--- src/rtl/pe_tile_controller_pkg.sv ---
// Shared state encoding, default widths and packed-bus offset helper for the
// pe tile controller and its tile storage.
package pe_tile_controller_pkg;

   localparam int DEF_PIX_W    = 8;
   localparam int DEF_THRESH_W = 18;   // 3*255^2 fits

   typedef enum logic [7:0] {
      IDLE      = 8'b0000_0001,
      LOAD      = 8'b0000_0010,
      SUM_START = 8'b0000_0100,
      SUM_WAIT  = 8'b0000_1000,
      BG_START  = 8'b0001_0000,
      BG_WAIT   = 8'b0010_0000,
      ACK       = 8'b0100_0000,
      DRAIN     = 8'b1000_0000
   } state_t;

   // Pixel k of a packed channel bus lives at bits [k*w +: w].
   function automatic int pix_offset(input int idx, input int w);
      return idx * w;
   endfunction

endpackage

--- src/rtl/pe_tile_controller_tile_pack_unpack.sv ---
// Tile storage: indexed pixel write into the packed pe input buses and
// indexed read from the captured pe result tile.
module tile_pack_unpack
   import pe_tile_controller_pkg::*;
#(
   parameter int LOG2_PIXELS = 2,
   parameter int PIX_W       = DEF_PIX_W,
   localparam int NUM_PIXELS = 2**LOG2_PIXELS
) (
   input  logic                         clk,
   input  logic                         rst,
   input  logic                         wr_en,
   input  logic [LOG2_PIXELS-1:0]       wr_idx,
   input  logic [3*PIX_W-1:0]           wr_rgb,
   output logic [PIX_W*NUM_PIXELS-1:0]  red_in,
   output logic [PIX_W*NUM_PIXELS-1:0]  green_in,
   output logic [PIX_W*NUM_PIXELS-1:0]  blue_in,
   input  logic                         cap_en,
   input  logic [PIX_W*NUM_PIXELS-1:0]  red_out,
   input  logic [PIX_W*NUM_PIXELS-1:0]  green_out,
   input  logic [PIX_W*NUM_PIXELS-1:0]  blue_out,
   input  logic [LOG2_PIXELS-1:0]       rd_idx,
   output logic [3*PIX_W-1:0]           rd_rgb
);

   logic [NUM_PIXELS-1:0][PIX_W-1:0] r_q, g_q, b_q;
   logic [NUM_PIXELS-1:0][PIX_W-1:0] r_buf, g_buf, b_buf;

   always_ff @(posedge clk or posedge rst) begin
      if (rst) begin
         r_q   <= '0;
         g_q   <= '0;
         b_q   <= '0;
         r_buf <= '0;
         g_buf <= '0;
         b_buf <= '0;
      end else begin
         if (wr_en) begin
            r_q[wr_idx] <= wr_rgb[2*PIX_W +: PIX_W];
            g_q[wr_idx] <= wr_rgb[PIX_W +: PIX_W];
            b_q[wr_idx] <= wr_rgb[0 +: PIX_W];
         end
         if (cap_en) begin
            for (int k = 0; k < NUM_PIXELS; k++) begin
               r_buf[k] <= red_out[pix_offset(k, PIX_W) +: PIX_W];
               g_buf[k] <= green_out[pix_offset(k, PIX_W) +: PIX_W];
               b_buf[k] <= blue_out[pix_offset(k, PIX_W) +: PIX_W];
            end
         end
      end
   end

   assign red_in   = r_q;
   assign green_in = g_q;
   assign blue_in  = b_q;
   assign rd_rgb   = {r_buf[rd_idx], g_buf[rd_idx], b_buf[rd_idx]};

endmodule

--- src/rtl/pe_tile_controller.sv ---
// Initiator-side controller for one background-removal pe: gathers a tile,
// runs the sum and removal phases, acknowledges, then streams the tile out.
module pe_tile_controller
   import pe_tile_controller_pkg::*;
#(
   parameter int LOG2_PIXELS = 2,
   parameter int PIX_W       = DEF_PIX_W,
   parameter int THRESH_W    = DEF_THRESH_W,
   localparam int NUM_PIXELS = 2**LOG2_PIXELS,
   localparam int SUM_W      = PIX_W + LOG2_PIXELS
) (
   input  logic                         Clk,
   input  logic                         Reset,
   input  logic [THRESH_W-1:0]          cfg_threshold,
   input  logic [PIX_W-1:0]             cfg_desired_bg,
   input  logic                         pix_in_valid,
   output logic                         pix_in_ready,
   input  logic [3*PIX_W-1:0]           pix_in_rgb,
   output logic                         pix_out_valid,
   input  logic                         pix_out_ready,
   output logic [3*PIX_W-1:0]           pix_out_rgb,
   output logic [PIX_W*NUM_PIXELS-1:0]  red_in,
   output logic [PIX_W*NUM_PIXELS-1:0]  green_in,
   output logic [PIX_W*NUM_PIXELS-1:0]  blue_in,
   output logic [PIX_W-1:0]             red_exp,
   output logic [PIX_W-1:0]             green_exp,
   output logic [PIX_W-1:0]             blue_exp,
   output logic [THRESH_W-1:0]          threshold,
   output logic [PIX_W-1:0]             desired_bg,
   output logic                         Start_Sum,
   output logic                         Start_BgRemoval,
   output logic                         Ack,
   input  logic                         Qsd,
   input  logic                         Qbgd,
   input  logic [SUM_W-1:0]             red_sum,
   input  logic [SUM_W-1:0]             green_sum,
   input  logic [SUM_W-1:0]             blue_sum,
   input  logic [PIX_W*NUM_PIXELS-1:0]  red_out,
   input  logic [PIX_W*NUM_PIXELS-1:0]  green_out,
   input  logic [PIX_W*NUM_PIXELS-1:0]  blue_out,
   output logic                         busy
);

   localparam logic [LOG2_PIXELS-1:0] LAST_IDX = LOG2_PIXELS'(NUM_PIXELS - 1);

   state_t                 state, state_n;
   logic [LOG2_PIXELS-1:0] count;
   logic                   in_open, in_fire, out_fire, cap_en;
   logic                   sum_lsb_unused;

   always_ff @(posedge Clk or posedge Reset) begin
      if (Reset) state <= IDLE;
      else       state <= state_n;
   end

   always_comb begin
      state_n         = state;
      in_open         = 1'b0;
      Start_Sum       = 1'b0;
      Start_BgRemoval = 1'b0;
      Ack             = 1'b0;
      pix_out_valid   = 1'b0;
      case (state)
         IDLE: begin
            in_open = 1'b1;
            if (pix_in_valid) state_n = LOAD;
         end
         LOAD: begin
            in_open = 1'b1;
            if (pix_in_valid && count == LAST_IDX) state_n = SUM_START;
         end
         SUM_START: begin
            Start_Sum = 1'b1;
            state_n   = SUM_WAIT;
         end
         SUM_WAIT: if (Qsd) state_n = BG_START;
         BG_START: begin
            Start_BgRemoval = 1'b1;
            state_n         = BG_WAIT;
         end
         BG_WAIT: if (Qbgd) state_n = ACK;
         ACK: begin
            Ack     = 1'b1;
            state_n = DRAIN;
         end
         DRAIN: begin
            pix_out_valid = 1'b1;
            if (pix_out_ready && count == LAST_IDX) state_n = IDLE;
         end
         default: state_n = IDLE;
      endcase
   end

   // Ready is masked while reset is held so the source sees no acceptance.
   assign pix_in_ready = in_open && !Reset;
   assign busy         = (state != IDLE);
   assign in_fire      = pix_in_valid && in_open;
   assign out_fire     = pix_out_valid && pix_out_ready;
   assign cap_en       = (state == BG_WAIT) && Qbgd;

   // The mean is the top PIX_W bits of each sum; the low bits are dropped.
   assign sum_lsb_unused = ^{red_sum[LOG2_PIXELS-1:0], green_sum[LOG2_PIXELS-1:0],
                             blue_sum[LOG2_PIXELS-1:0]};

   always_ff @(posedge Clk or posedge Reset) begin
      if (Reset) begin
         count      <= '0;
         threshold  <= '0;
         desired_bg <= '0;
         red_exp    <= '0;
         green_exp  <= '0;
         blue_exp   <= '0;
      end else begin
         if (state == IDLE && in_fire) begin
            threshold  <= cfg_threshold;
            desired_bg <= cfg_desired_bg;
         end
         if (state == SUM_WAIT && Qsd) begin
            red_exp   <= red_sum[SUM_W-1 -: PIX_W];
            green_exp <= green_sum[SUM_W-1 -: PIX_W];
            blue_exp  <= blue_sum[SUM_W-1 -: PIX_W];
         end
         if (state == ACK)              count <= '0;
         else if (in_fire || out_fire)  count <= count + 1'b1;
      end
   end

   tile_pack_unpack #(
      .LOG2_PIXELS (LOG2_PIXELS),
      .PIX_W       (PIX_W)
   ) u_tile (
      .clk       (Clk),
      .rst       (Reset),
      .wr_en     (in_fire),
      .wr_idx    (count),
      .wr_rgb    (pix_in_rgb),
      .red_in    (red_in),
      .green_in  (green_in),
      .blue_in   (blue_in),
      .cap_en    (cap_en),
      .red_out   (red_out),
      .green_out (green_out),
      .blue_out  (blue_out),
      .rd_idx    (count),
      .rd_rgb    (pix_out_rgb)
   );

endmodule

--- config.mk ---
export PLATFORM = sky130hd
export DESIGN_NAME = pe_tile_controller
export DESIGN_NICKNAME = d
export VERILOG_FILES = /design/src/rtl/pe_tile_controller_pkg.sv /design/src/rtl/pe_tile_controller_tile_pack_unpack.sv /design/src/rtl/pe_tile_controller.sv
export SDC_FILE = /design/constraint.sdc
export NUM_CORES = 1
export LEC_CHECK = 0
export ABC_AREA = 1
export BUFFER_PORTS_ARGS = -buffer_cell sky130_fd_sc_hd__clkbuf_2
export CAP_MARGIN = 10
export CORE_MARGIN = 2
export CORE_UTILIZATION = 55
export CTS_CLUSTER_DIAMETER = 80
export CTS_CLUSTER_SIZE = 8
export DETAILED_ROUTE_END_ITERATION = 8
export GPL_ROUTABILITY_DRIVEN = 0
export HOLD_SLACK_MARGIN = 0.1
export PLACE_DENSITY_LB_ADDON = 0.15
export REMOVE_ABC_BUFFERS = 1
export SLEW_MARGIN = 10
export SYNTH_ARGS = -nofsm -noshare
export SYNTH_HDL_FRONTEND = slang
export SYNTH_SLANG_ARGS = --single-unit
--- constraint.sdc ---
create_clock -name Clk -period 21.3 [get_ports Clk]
set_input_delay 1.065 -clock Clk [delete_from_list [all_inputs] [get_ports Clk]]
set_output_delay 1.065 -clock Clk [all_outputs]
set_load 0.05 [all_outputs]
==> implementation parameters, run 1 <==
Parameter                              Value

STA
  Relative slew margins ... between 20% and 30%
  Max Transition Viols Final ... 0
  Sum of negative setup slack ... 0 ps
  Clock period minus worst slack ... 4250 ps
  Post-route clock skew ... 10.77 ps
  Unrepaired setup endpoints after global routing ... no
  Final Hold Vio Count ... 0
  Final setup vio count ... 0
  Peak Freq ... 235.3 MHz
  Worst slew pin tran ... approximately 1100 ps
  Final worst-path cycle share ... 19.95%

Clock tree
  Clock-pin slew reported for the worst setup and hold paths after clock tree synthesis ... approximately 50 ps
  Postcts setup bufs ... 0
  Worst skew pair latency ... 490 ps
  Clock tree from TritonCTS ... yes
  CTS Buffer Depth ... 3
  H-tree depth reported by CTS ... 2
  Root buffer cell ... sky130_fd_sc_hd__clkbuf_16
  Number of clock buffers inserted by TritonCTS ... 37
  Number of hold buffers added after CTS ... 0
  Total clock sinks ... 252
  Resized Gates After CTS ... 0

Outcome
  Result of the run ... finished clean

Hold path
  Startpoint of the lowest-slack hold path ... threshold[11]
  Type of the tightest min-delay check ... register to register
  Hold-critical path endpoint ... threshold[11]
  Number of cells on the worst hold path ... 2

Critical path
  CP top delay family ... buffers and inverters
  Crit path kind ... register to primary output
  Startpoint of the worst-slack reg-to-reg timing path ... count[0]
  Biggest cell delay along the critical path ... approximately 750 ps
  Cell Chain, Critical Path ... inv_1, buf_4, o21ai_0, o22ai_1, clkbuf_2
  Crit path buf inv count ... 3
  Critical path peak fanout ... 52
  Reg-to-Reg End ... u_tile.blue_in[4]
  Worst R2R Path Depth ... 7
  Setup slack on the worst flop-to-flop path ... 17610 ps
  Arrival time at the worst endpoint ... ~3200 ps
  Endpoint kind of the worst setup timing path ... primary output
  Element type at the critical path start ... register
  Data required, critical path ... 20240 ps
  Slowest stage cell, crit path ... sky130_fd_sc_hd__inv_1

Yosys
  Mean Syn Cell Area ... around 8.4 µm²
  Count of unique library cells instantiated by Yosys ... 22
  Number of cells produced by synthesis ... around 1300
  Combined area of all synthesized cells ... 0.01070 mm²
  Seq cells post-synth ... 252
  Post-synth top area share ... 58.73%
  EDFF count, synth ... 0
  Library cell occupying the most area in the post-synthesis netlist ... sky130_fd_sc_hd__dfrtp_1
  Most used DFF post-synth ... sky130_fd_sc_hd__dfrtp_1
  Cell types with the largest area share after synthesis ... sky130_fd_sc_hd__dfrtp_1 (59%), sky130_fd_sc_hd__nand2_1 (21%), sky130_fd_sc_hd__o21ai_0 (4.5%)
  Share of flip-flops with an asynchronous set or reset after synthesis ... 100.0%
  Top cell types by occurrence after synthesis ... sky130_fd_sc_hd__nand2_1 (610), sky130_fd_sc_hd__dfrtp_1 (251), sky130_fd_sc_hd__o21ai_0 (97)
  Sequential element share of the synthesized area ... 58.97%
  Cell with the most instances after synthesis ... sky130_fd_sc_hd__nand2_1
  Count of warnings emitted by yosys ... 0

Drt
  Post-route DRC violation count ... 0
  Detailed-route wire length per cell ... roughly 16 µm
  Routed Wire Length ... between 20 and 30 mm
  Total iterations of the first detailed-routing run ... 5
  Post-DR vias/cell ... 5.178
  Via count ... about 9700
  First DRT Iteration DRCs ... roughly 530
  Antenna Violating Nets Remaining ... 0

Power and ir drop
  Max IR drop VDD ... 0.08369 mV
  Pwr/cell area ... between 150 and 200 mW/mm²
  Pleak ... 7.700 nW

Floorplanning
  DIE WIDTH ... 143.5 µm
  Area of the placeable core ... 0.01927 mm²
  Number of core rows ... 51
  Area of the die ... 0.02058 mm²
  Die Ht ... 143.5 µm
  I/O pins ... 358
  Starting utilization of the core area ... approximately 55%

Layout
  Final antenna diode count ... 0
  Net count reported at finish ... 1782
  Synth-to-Final Area Change ... 25.53%
  Proportion of layout cells with a drive suffix above 1 ... between 20% and 30%
  Final cell count without fillers ... 1868

GRT
  Via count of the first global-routing pass ... 9257
  First-pass GRT wire length ... between 40 and 50 mm
  Maximum number of pins on one net before global-route repair ... 101
  Total track usage ... 28.30%
  Initial antenna violation count ... 0
  Sum of overflow across all layers after global routing ... 0

Placement
  Count of buffers inserted at the top-level ports ... ~350
  Hpwl dp ... 18.54 mm
  Instance count after placement with tap cells included ... 1822

Run
  Max-cap check violation count ... 0
==> where the power goes <==
group	internal (mW)	leakage [nW]	switching, mW	total [mW]
sequential	0.633	3.31	0.101	0.734
clock	0.321	0.480	0.191	0.512
combinational	0.230	3.91	0.911	1.14
total	1.18	7.70	1.20	2.39
==> placed cells by master (no fill, tap or decap), drive strengths merged, types with 3 or more instances in the layout <==
cell type  count
inv           24
buf            6
nand4          3
o21ai        147
nor2          72
o22ai         24
ha             4
nand2        616
dfrtp        251
clkbuf       396
nand3         56
==> metal layers <==
layer,global-route usage (%),share of wire (%)
met1,35.83,40
met5,0,0
met2,47.07,48
met3,6.664,8.6
met4,11.61,3.4
==> worst min-delay path, cell delays in order, from the launching register on <==
cell and delay, ps:
sky130_fd_sc_hd__dfrtp_1 340, sky130_fd_sc_hd__nand2_1 50, sky130_fd_sc_hd__nand2_1 40
==> layout make-up <==
type	count	area (µm²)
Sequential cell	252	6309
Fill cell	1621	5846
Multi-Input combinational cell	924	3900
Timing Repair Buffer	357	1802
Clock buffer	45	955.9
Tap cell	265	331.6
Inverter	24	97.59
Clock inverter	1	30.03
==> through the flow <==
stage	total power, mW	worst slack, ps	utilization [%]	hold slack, ps	instance area (µm²)
after global routing	2.512	16840	69.67	482.8	13430
after CTS	2.396	17040	69.67	469.5	13430
after global placement	1.859	17540	64.55	453.4	12440
after floorplan	1.564	13310	-	443.6	10290
final	2.387	17050	69.67	467.2	13430
after detailed placement	1.878	17550	64.55	457.2	12440
==> kinds of logic after synthesis <==
kind of cell,count (synthesis),synth area share [%]
buffers and inverters,98,4.586
AOI/OAI and AO/OA,171,8.283
adders and majority gates,4,0.4680
and+or+nand+nor,749,27.69
DFF,252,58.97
==> worst max-delay path by stage <==
stage / from / end / slack (ps) / cells past startpoint
6_report: count[0] / pix_out_rgb[19] / 17050 / 5
4_1_cts: count[0] / pix_out_rgb[19] / 17040 / 5
5_1_grt: count[0] / pix_out_rgb[7] / 16840 / 5
3_5_place_dp: count[0] / pix_out_rgb[19] / 17550 / 5
2_1_floorplan: Reset / blue_exp[0] / 13310 / 1
3_3_place_gp: count[0] / pix_out_rgb[19] / 17540 / 5
==> state kept, by name, summed over array words and instances, names as in the netlist <==
name / count
blue_exp: 8
count: 2
desired_bg: 8
green_exp: 8
red_exp: 8
state: 8
threshold: 18
u_tile.b_buf: 32
u_tile.blue_in: 32
u_tile.g_buf: 32
u_tile.green_in: 32
u_tile.r_buf: 32
u_tile.red_in: 32
Note: power is estimated with default switching activity, not from simulation.
==> inputs of run 2 (changes only) <==
- CORE_UTILIZATION: 55 -> 51
- clock period: 21.3 -> 3.95 ns (I/O delays scaled with it)
==> run 2 against run 1 <==
  * Wire length increased by 14%
  * Cell count increased by 10%
  * Sequential share of layout area decreased by 5.8 points
  * First-iteration DRC count increased by 34%
  * Critical endpoint is now u_tile.red_in[25]
  * Largest cell class unchanged
  * Highest routed layer unchanged
==> implementation parameters, run 2 (synthesis gave the netlist of run 1 again) <==
Parameter                              Value

Outcome
  Result of the run ... finished clean

Critical path
  CP most frequent cell ... sky130_fd_sc_hd__nand2_1
  Cell Chain, Critical Path ... buf_4, ha_1, nand2_1, inv_1, buf_4, nand2_1, nand2_1, nand2_1
  Arrival time at the worst endpoint ... 3090 ps
  Endpoint kind of the worst setup timing path ... register
  Crit path buf inv count ... 3
  Biggest cell delay along the critical path ... 660 ps
  Crit path kind ... register to register
  CP top delay family ... simple AND/OR/NAND/NOR gates
  Data required, critical path ... 4340 ps
  Critical path peak fanout ... 51
  Element type at the critical path start ... register
  Slowest stage cell, crit path ... sky130_fd_sc_hd__nand2_1

Drt
  Post-route DRC violation count ... 0
  Detailed-route wire length per cell ... 16.38 µm
  First DRT Iteration DRCs ... 713
  Via count ... 10720
  Antenna Violating Nets Remaining ... 0
  Routed Wire Length ... 33.71 mm
  Total iterations of the first detailed-routing run ... 5
  Post-DR vias/cell ... 5.207

Floorplanning
  I/O pins ... approximately 360
  Number of core rows ... 52
  Area of the die ... 0.02215 mm²
  Die Ht ... ~150 µm
  Starting utilization of the core area ... a little over half
  Area of the placeable core ... 0.02043 mm²
  DIE WIDTH ... 148.8 µm

STA
  Peak Freq ... 369.2 MHz
  Final worst-path cycle share ... 68.58%
  Worst slew pin tran ... 1012 ps
  Final setup vio count ... 0
  Relative slew margins ... 32.46%
  Clock period minus worst slack ... around 2700 ps
  Smallest hold slack ... around 400 ps
  Sum of negative setup slack ... 0 ps
  Max Transition Viols Final ... 0
  Final Hold Vio Count ... 0
  Unrepaired setup endpoints after global routing ... no
  Post-route clock skew ... approximately 21 ps

Hold path
  Type of the tightest min-delay check ... input pin to register

Power and ir drop
  Pleak ... 8.504 nW
  Pwr/cell area ... 864.4 mW/mm²
  Max IR drop VDD ... approximately 0.48 mV

GRT
  Sum of overflow across all layers after global routing ... 0
  Total track usage ... 30.38%
  Via count of the first global-routing pass ... roughly 11000
  Maximum number of pins on one net before global-route repair ... ~130
  Initial antenna violation count ... 1
  First-pass GRT wire length ... approximately 54 mm

Layout
  Proportion of layout cells with a drive suffix above 1 ... 24.01%
  Synth-to-Final Area Change ... 43.20%
  Commonest non-fill, non-tap cell in the layout ... sky130_fd_sc_hd__nand2_1
  # fillers ... approximately 1400
  Net count reported at finish ... slightly below 2000
  Design area ... 0.01532 mm²
  Most frequent cells in the layout ... sky130_fd_sc_hd__nand2_1 (609), sky130_fd_sc_hd__clkbuf_2 (351), sky130_fd_sc_hd__dfrtp_1 (250)

Clock tree
  Worst skew pair latency ... just over 500 ps
  Number of clock buffers inserted by TritonCTS ... 37
  H-tree depth reported by CTS ... 2
  Root buffer cell ... sky130_fd_sc_hd__clkbuf_16
  Postcts setup bufs ... 0
  Clock-pin slew reported for the worst setup and hold paths after clock tree synthesis ... roughly 50 ps
  CTS Buffer Depth ... 3
  Clock tree from TritonCTS ... yes
  Total clock sinks ... roughly 250
  Resized Gates After CTS ... 0

Placement
  Hpwl dp ... 19.15 mm
  Count of buffers inserted at the top-level ports ... 351
  Area of placed instances ... 0.01253 mm²

Run
  Max-cap check violation count ... 0
## run 2: changes by cell type in the layout (fill, tap and decap cells not counted), sizes merged
cell / delta
diode: +1
buf: +8
clkbuf: +1
dlygate4sd3: +174
inv: +1
## run 2: worst paths after layout
check                           depth (start not counted)  slack, ps           endpoint          start
worst min register to register                          2        470      threshold[17]  threshold[17]
worst max register to register                          8       1240  u_tile.red_in[25]       count[0]
worst min-delay path                                    3        390       threshold[7]   pix_in_valid
max in group asynchronous                               4       2560   u_tile.r_buf[19]          Reset
min in group asynchronous                               3        480         red_exp[4]          Reset
worst max-delay path                                    8       1240  u_tile.red_in[25]       count[0]
## run 2: tightest hold or removal path, stage by stage
cell and delay (ps):
sky130_fd_sc_hd__clkbuf_2 390, sky130_fd_sc_hd__nand3_1 220, sky130_fd_sc_hd__nand2_1 50
## run 2: per-layer routing
metal	part of all wire [%]	vias up	track usage [%]	wire length, µm
met5	0	-	0	0
met4	4.1	0	14.57	1388
met3	8.0	110	6.544	2713
met2	49	483	52.04	16560
met1	39	5077	36.75	13050
li1	-	5045	-	-
## run 2: through the flow
stage | utilization, % | total power [mW] | std cells | setup WS, ps
after global placement | 61.34 | 10.09 | 1835 | 1385
final | 74.97 | 13.24 | 2058 | 1241
after global routing | 74.97 | 13.92 | 2058 | 1009
after CTS | 74.96 | 13.22 | 2057 | 1242
after floorplan | - | 8.435 | 1200 | -3174
after detailed placement | 61.34 | 10.19 | 1835 | 1323
## run 2: where the power goes
| group | total [mW] | leakage [nW] | internal, mW | switching [mW] |
|---|---|---|---|---|
| clock | 2.87 | 0.508 | 1.81 | 1.05 |
| sequential | 3.91 | 3.31 | 3.42 | 0.488 |
| combinational | 6.46 | 4.68 | 1.40 | 5.07 |
| total | 13.2 | 8.50 | 6.63 | 6.61 |
## run 2: cell type report
cell class	instances	area [µm²]	share of cell area, %
multi-input cells	924	3900	25.46
diodes	1	2.502	0.01634
flip-flops and latches	252	6309	41.19
clock inverters	2	38.79	0.2532
well taps	270	337.8	2.206
clock buffers	46	1002	6.544
repair buffers	539	3628	23.69
inverters	24	97.59	0.6372
## run 2: what timing repair did
action                     CTS  global route
setup endpoints to repair    0             0
hold endpoints to repair   374             0
hold buffers               174             0
==> inputs of run 3 (changes only) <==
- CORE_UTILIZATION: 51 -> 46
- clock period: 3.95 -> 2.4 ns (I/O delays scaled with it)
==> run 3 against run 2 <==
  * Sequential power grew 63%
  * Highest routed layer unchanged
  * Count of clock-buffer cells in the layout shrank 2
  * Critical endpoint is now pix_out_rgb[9]
  * Wire length shrank 1.5%
  * Global-route usage down 3.4 points
  * Critical path type is now register to primary output
  * Clock power up 59%
  * Cell area increased by 1.4%
  * Via count shrank 0.25%
  * Largest power group unchanged
==> implementation parameters, run 3 (synthesis gave the netlist of run 1 again) <==
Parameter                              Value

Outcome
  Result of the run ... finished clean

Placement
  Hpwl dp ... 19.89 mm
  Count of buffers inserted at the top-level ports ... about 350
  Area of placed instances ... around 0.013 mm²

Critical path
  Endpoint kind of the worst setup timing path ... primary output
  Arrival time at the worst endpoint ... 2160 ps
  Startpoint of the worst-slack reg-to-reg timing path ... state[0]
  Setup slack on the worst flop-to-flop path ... 370 ps
  Reg-to-Reg End ... threshold[0]
  Element type at the critical path start ... register
  Crit path to ... pix_out_rgb[9]
  Worst setup path startpoint ... count[0]
  Worst R2R Path Depth ... 8
  Crit path kind ... register to primary output
  Data required, critical path ... 2280 ps
  Critical path peak fanout ... 48

Floorplanning
  DIE WIDTH ... 156.5 µm
  I/O pins ... 358
  Area of the die ... 0.02449 mm²
  Number of core rows ... between 50 and 60
  Area of the placeable core ... 0.02271 mm²
  Starting utilization of the core area ... 47.10%
  Die Ht ... 156.5 µm

Hold path
  Type of the tightest min-delay check ... input pin to asynchronous set/reset pin

Drt
  Total iterations of the first detailed-routing run ... 5
  Antenna Violating Nets Remaining ... 0
  Post-route DRC violation count ... 0
  First DRT Iteration DRCs ... 589
  Via count ... 10690
  Detailed-route wire length per cell ... roughly 16 µm
  Post-DR vias/cell ... 5.116
  Routed Wire Length ... around 33 mm

Layout
  Most frequent cells in the layout ... sky130_fd_sc_hd__nand2_1 (609), sky130_fd_sc_hd__clkbuf_2 (348), sky130_fd_sc_hd__dfrtp_1 (250)
  # fillers ... 1762
  Final antenna diode count ... 0
  Area occupied by registers ... 0.006309 mm²
  Area taken by multi-input logic gates ... 0.003900 mm²
  Net count reported at finish ... 1984
  Proportion of layout cells with a drive suffix above 1 ... around 24%
  Commonest non-fill, non-tap cell in the layout ... sky130_fd_sc_hd__nand2_1
  Synth-to-Final Area Change ... 45.16%
  Design area ... 0.01552 mm²

Clock tree
  Clock tree from TritonCTS ... yes
  Root buffer cell ... sky130_fd_sc_hd__clkbuf_16
  Total clock sinks ... 252
  Clock-pin slew reported for the worst setup and hold paths after clock tree synthesis ... about 50 ps
  H-tree depth reported by CTS ... 2
  Number of clock buffers inserted by TritonCTS ... 37
  CTS Buffer Depth ... 3
  Worst skew pair latency ... 490 ps
  Postcts setup bufs ... 0

STA
  Worst slew pin tran ... roughly 700 ps
  Peak Freq ... 438.7 MHz
  Max Transition Viols Final ... 0
  Final Hold Vio Count ... 0
  Final worst-path cycle share ... a little over nine tenths
  Post-route clock skew ... 6.821 ps
  Clock period minus worst slack ... between 2000 and 2500 ps
  Relative slew margins ... 53.27%
  Unrepaired setup endpoints after global routing ... no
  Final setup vio count ... 0

Power and ir drop
  Sequential power share ... 29.2%
  Design internal power ... between 10 and 15 mW
  Max IR drop VDD ... 0.7527 mV
  Pwr/cell area ... 1407 mW/mm²
  Switching share of power ... 49.71%
  Gate power share ... around half
  Net switching power of the design ... 10.86 mW
  Power consumption ... 21.84 mW
  Pleak ... 8.573 nW
  Share of total power in the clock network ... a little over a fifth

GRT
  Sum of overflow across all layers after global routing ... 0
  Via count of the first global-routing pass ... 10700
  Initial antenna violation count ... 0
  Maximum number of pins on one net before global-route repair ... 98
  Total track usage ... 27.00%
  First-pass GRT wire length ... 53.07 mm

Run
  Max-cap check violation count ... 0
-- run 3: changes by cell type in the layout (fill, tap and decap cells not counted), sizes merged --
cell	delta
buf	+17
dlygate4sd3	+6
clkbuf	-5
inv	-2
clkinvlp	+1
diode	-1
-- run 3: layout make-up --
cell class / count / share of cell area (%)
Multi-Input combinational cell: 924 / 25.12
Timing Repair Buffer: 559 / 24.97
Inverter: 24 / 0.6528
Clock inverter: 1 / 0.1934
Clock buffer: 44 / 6.133
Sequential cell: 252 / 40.64
Tap cell: 285 / 2.297
-- run 3: how the worst min path moves through the flow --
stage	startpoint	to	slack, ps	cells after the start
final	Reset	threshold[4]	270	3
after CTS	Reset	threshold[15]	280	3
after global routing	Reset	threshold[15]	320	3
after floorplan	blue_out[0]	u_tile.b_buf[0]	230	2
after detailed placement	Reset	threshold[15]	250	2
after global placement	Reset	threshold[4]	240	2
-- run 3: metal layers --
layer / GRT usage, % / share of wire [%] / vias to the layer above
li1: - / - / 5067
met1: 33.76 / 41 / 5066
met2: 45.98 / 49 / 460
met3: 5.206 / 6.5 / 95
met4: 11.40 / 3.5 / 0
met5: 0 / 0 / -
-- run 3: repair_timing --
item | 4_1_cts | 5_1_grt
setup endpoints to repair | 1 | 0
gates resized for setup | 1 | 0
endpoints found under the hold margin | 320 | 0
hold buffers | 180 | 0
-- run 3: power groups by stage --
stage	logic, mW	clock network [mW]	registers [mW]
global route	11.6	4.84	6.52
detailed placement	10.6	0	6.41
floorplan	3.72	0	10.2
global placement	10.5	0	6.37
finish	10.9	4.55	6.37
CTS	10.9	4.64	6.36
-- run 3: worst max-delay path, stage by stage (launching register included) --
cell                       delay (ps)
sky130_fd_sc_hd__dfrtp_2          420
sky130_fd_sc_hd__buf_4            460
sky130_fd_sc_hd__o21ai_0          170
sky130_fd_sc_hd__o22ai_1          250
sky130_fd_sc_hd__clkbuf_2         340
-- run 3: per-stage QoR --
stage / instances / setup TNS, ps / hold WS [ps] / util, % / setup slack [ps]
after floorplan: 1200 / -1318340 / 229.6 / - / -4647
after global placement: 1864 / 0 / 243.6 / 56.09 / 511.4
after detailed placement: 1864 / 0 / 247.6 / 56.09 / 491.3
after CTS: 2089 / 0 / 282.4 / 68.36 / 134.1
after global routing: 2089 / 0 / 323.1 / 68.36 / 41.24
final: 2089 / 0 / 270.4 / 68.36 / 120.4
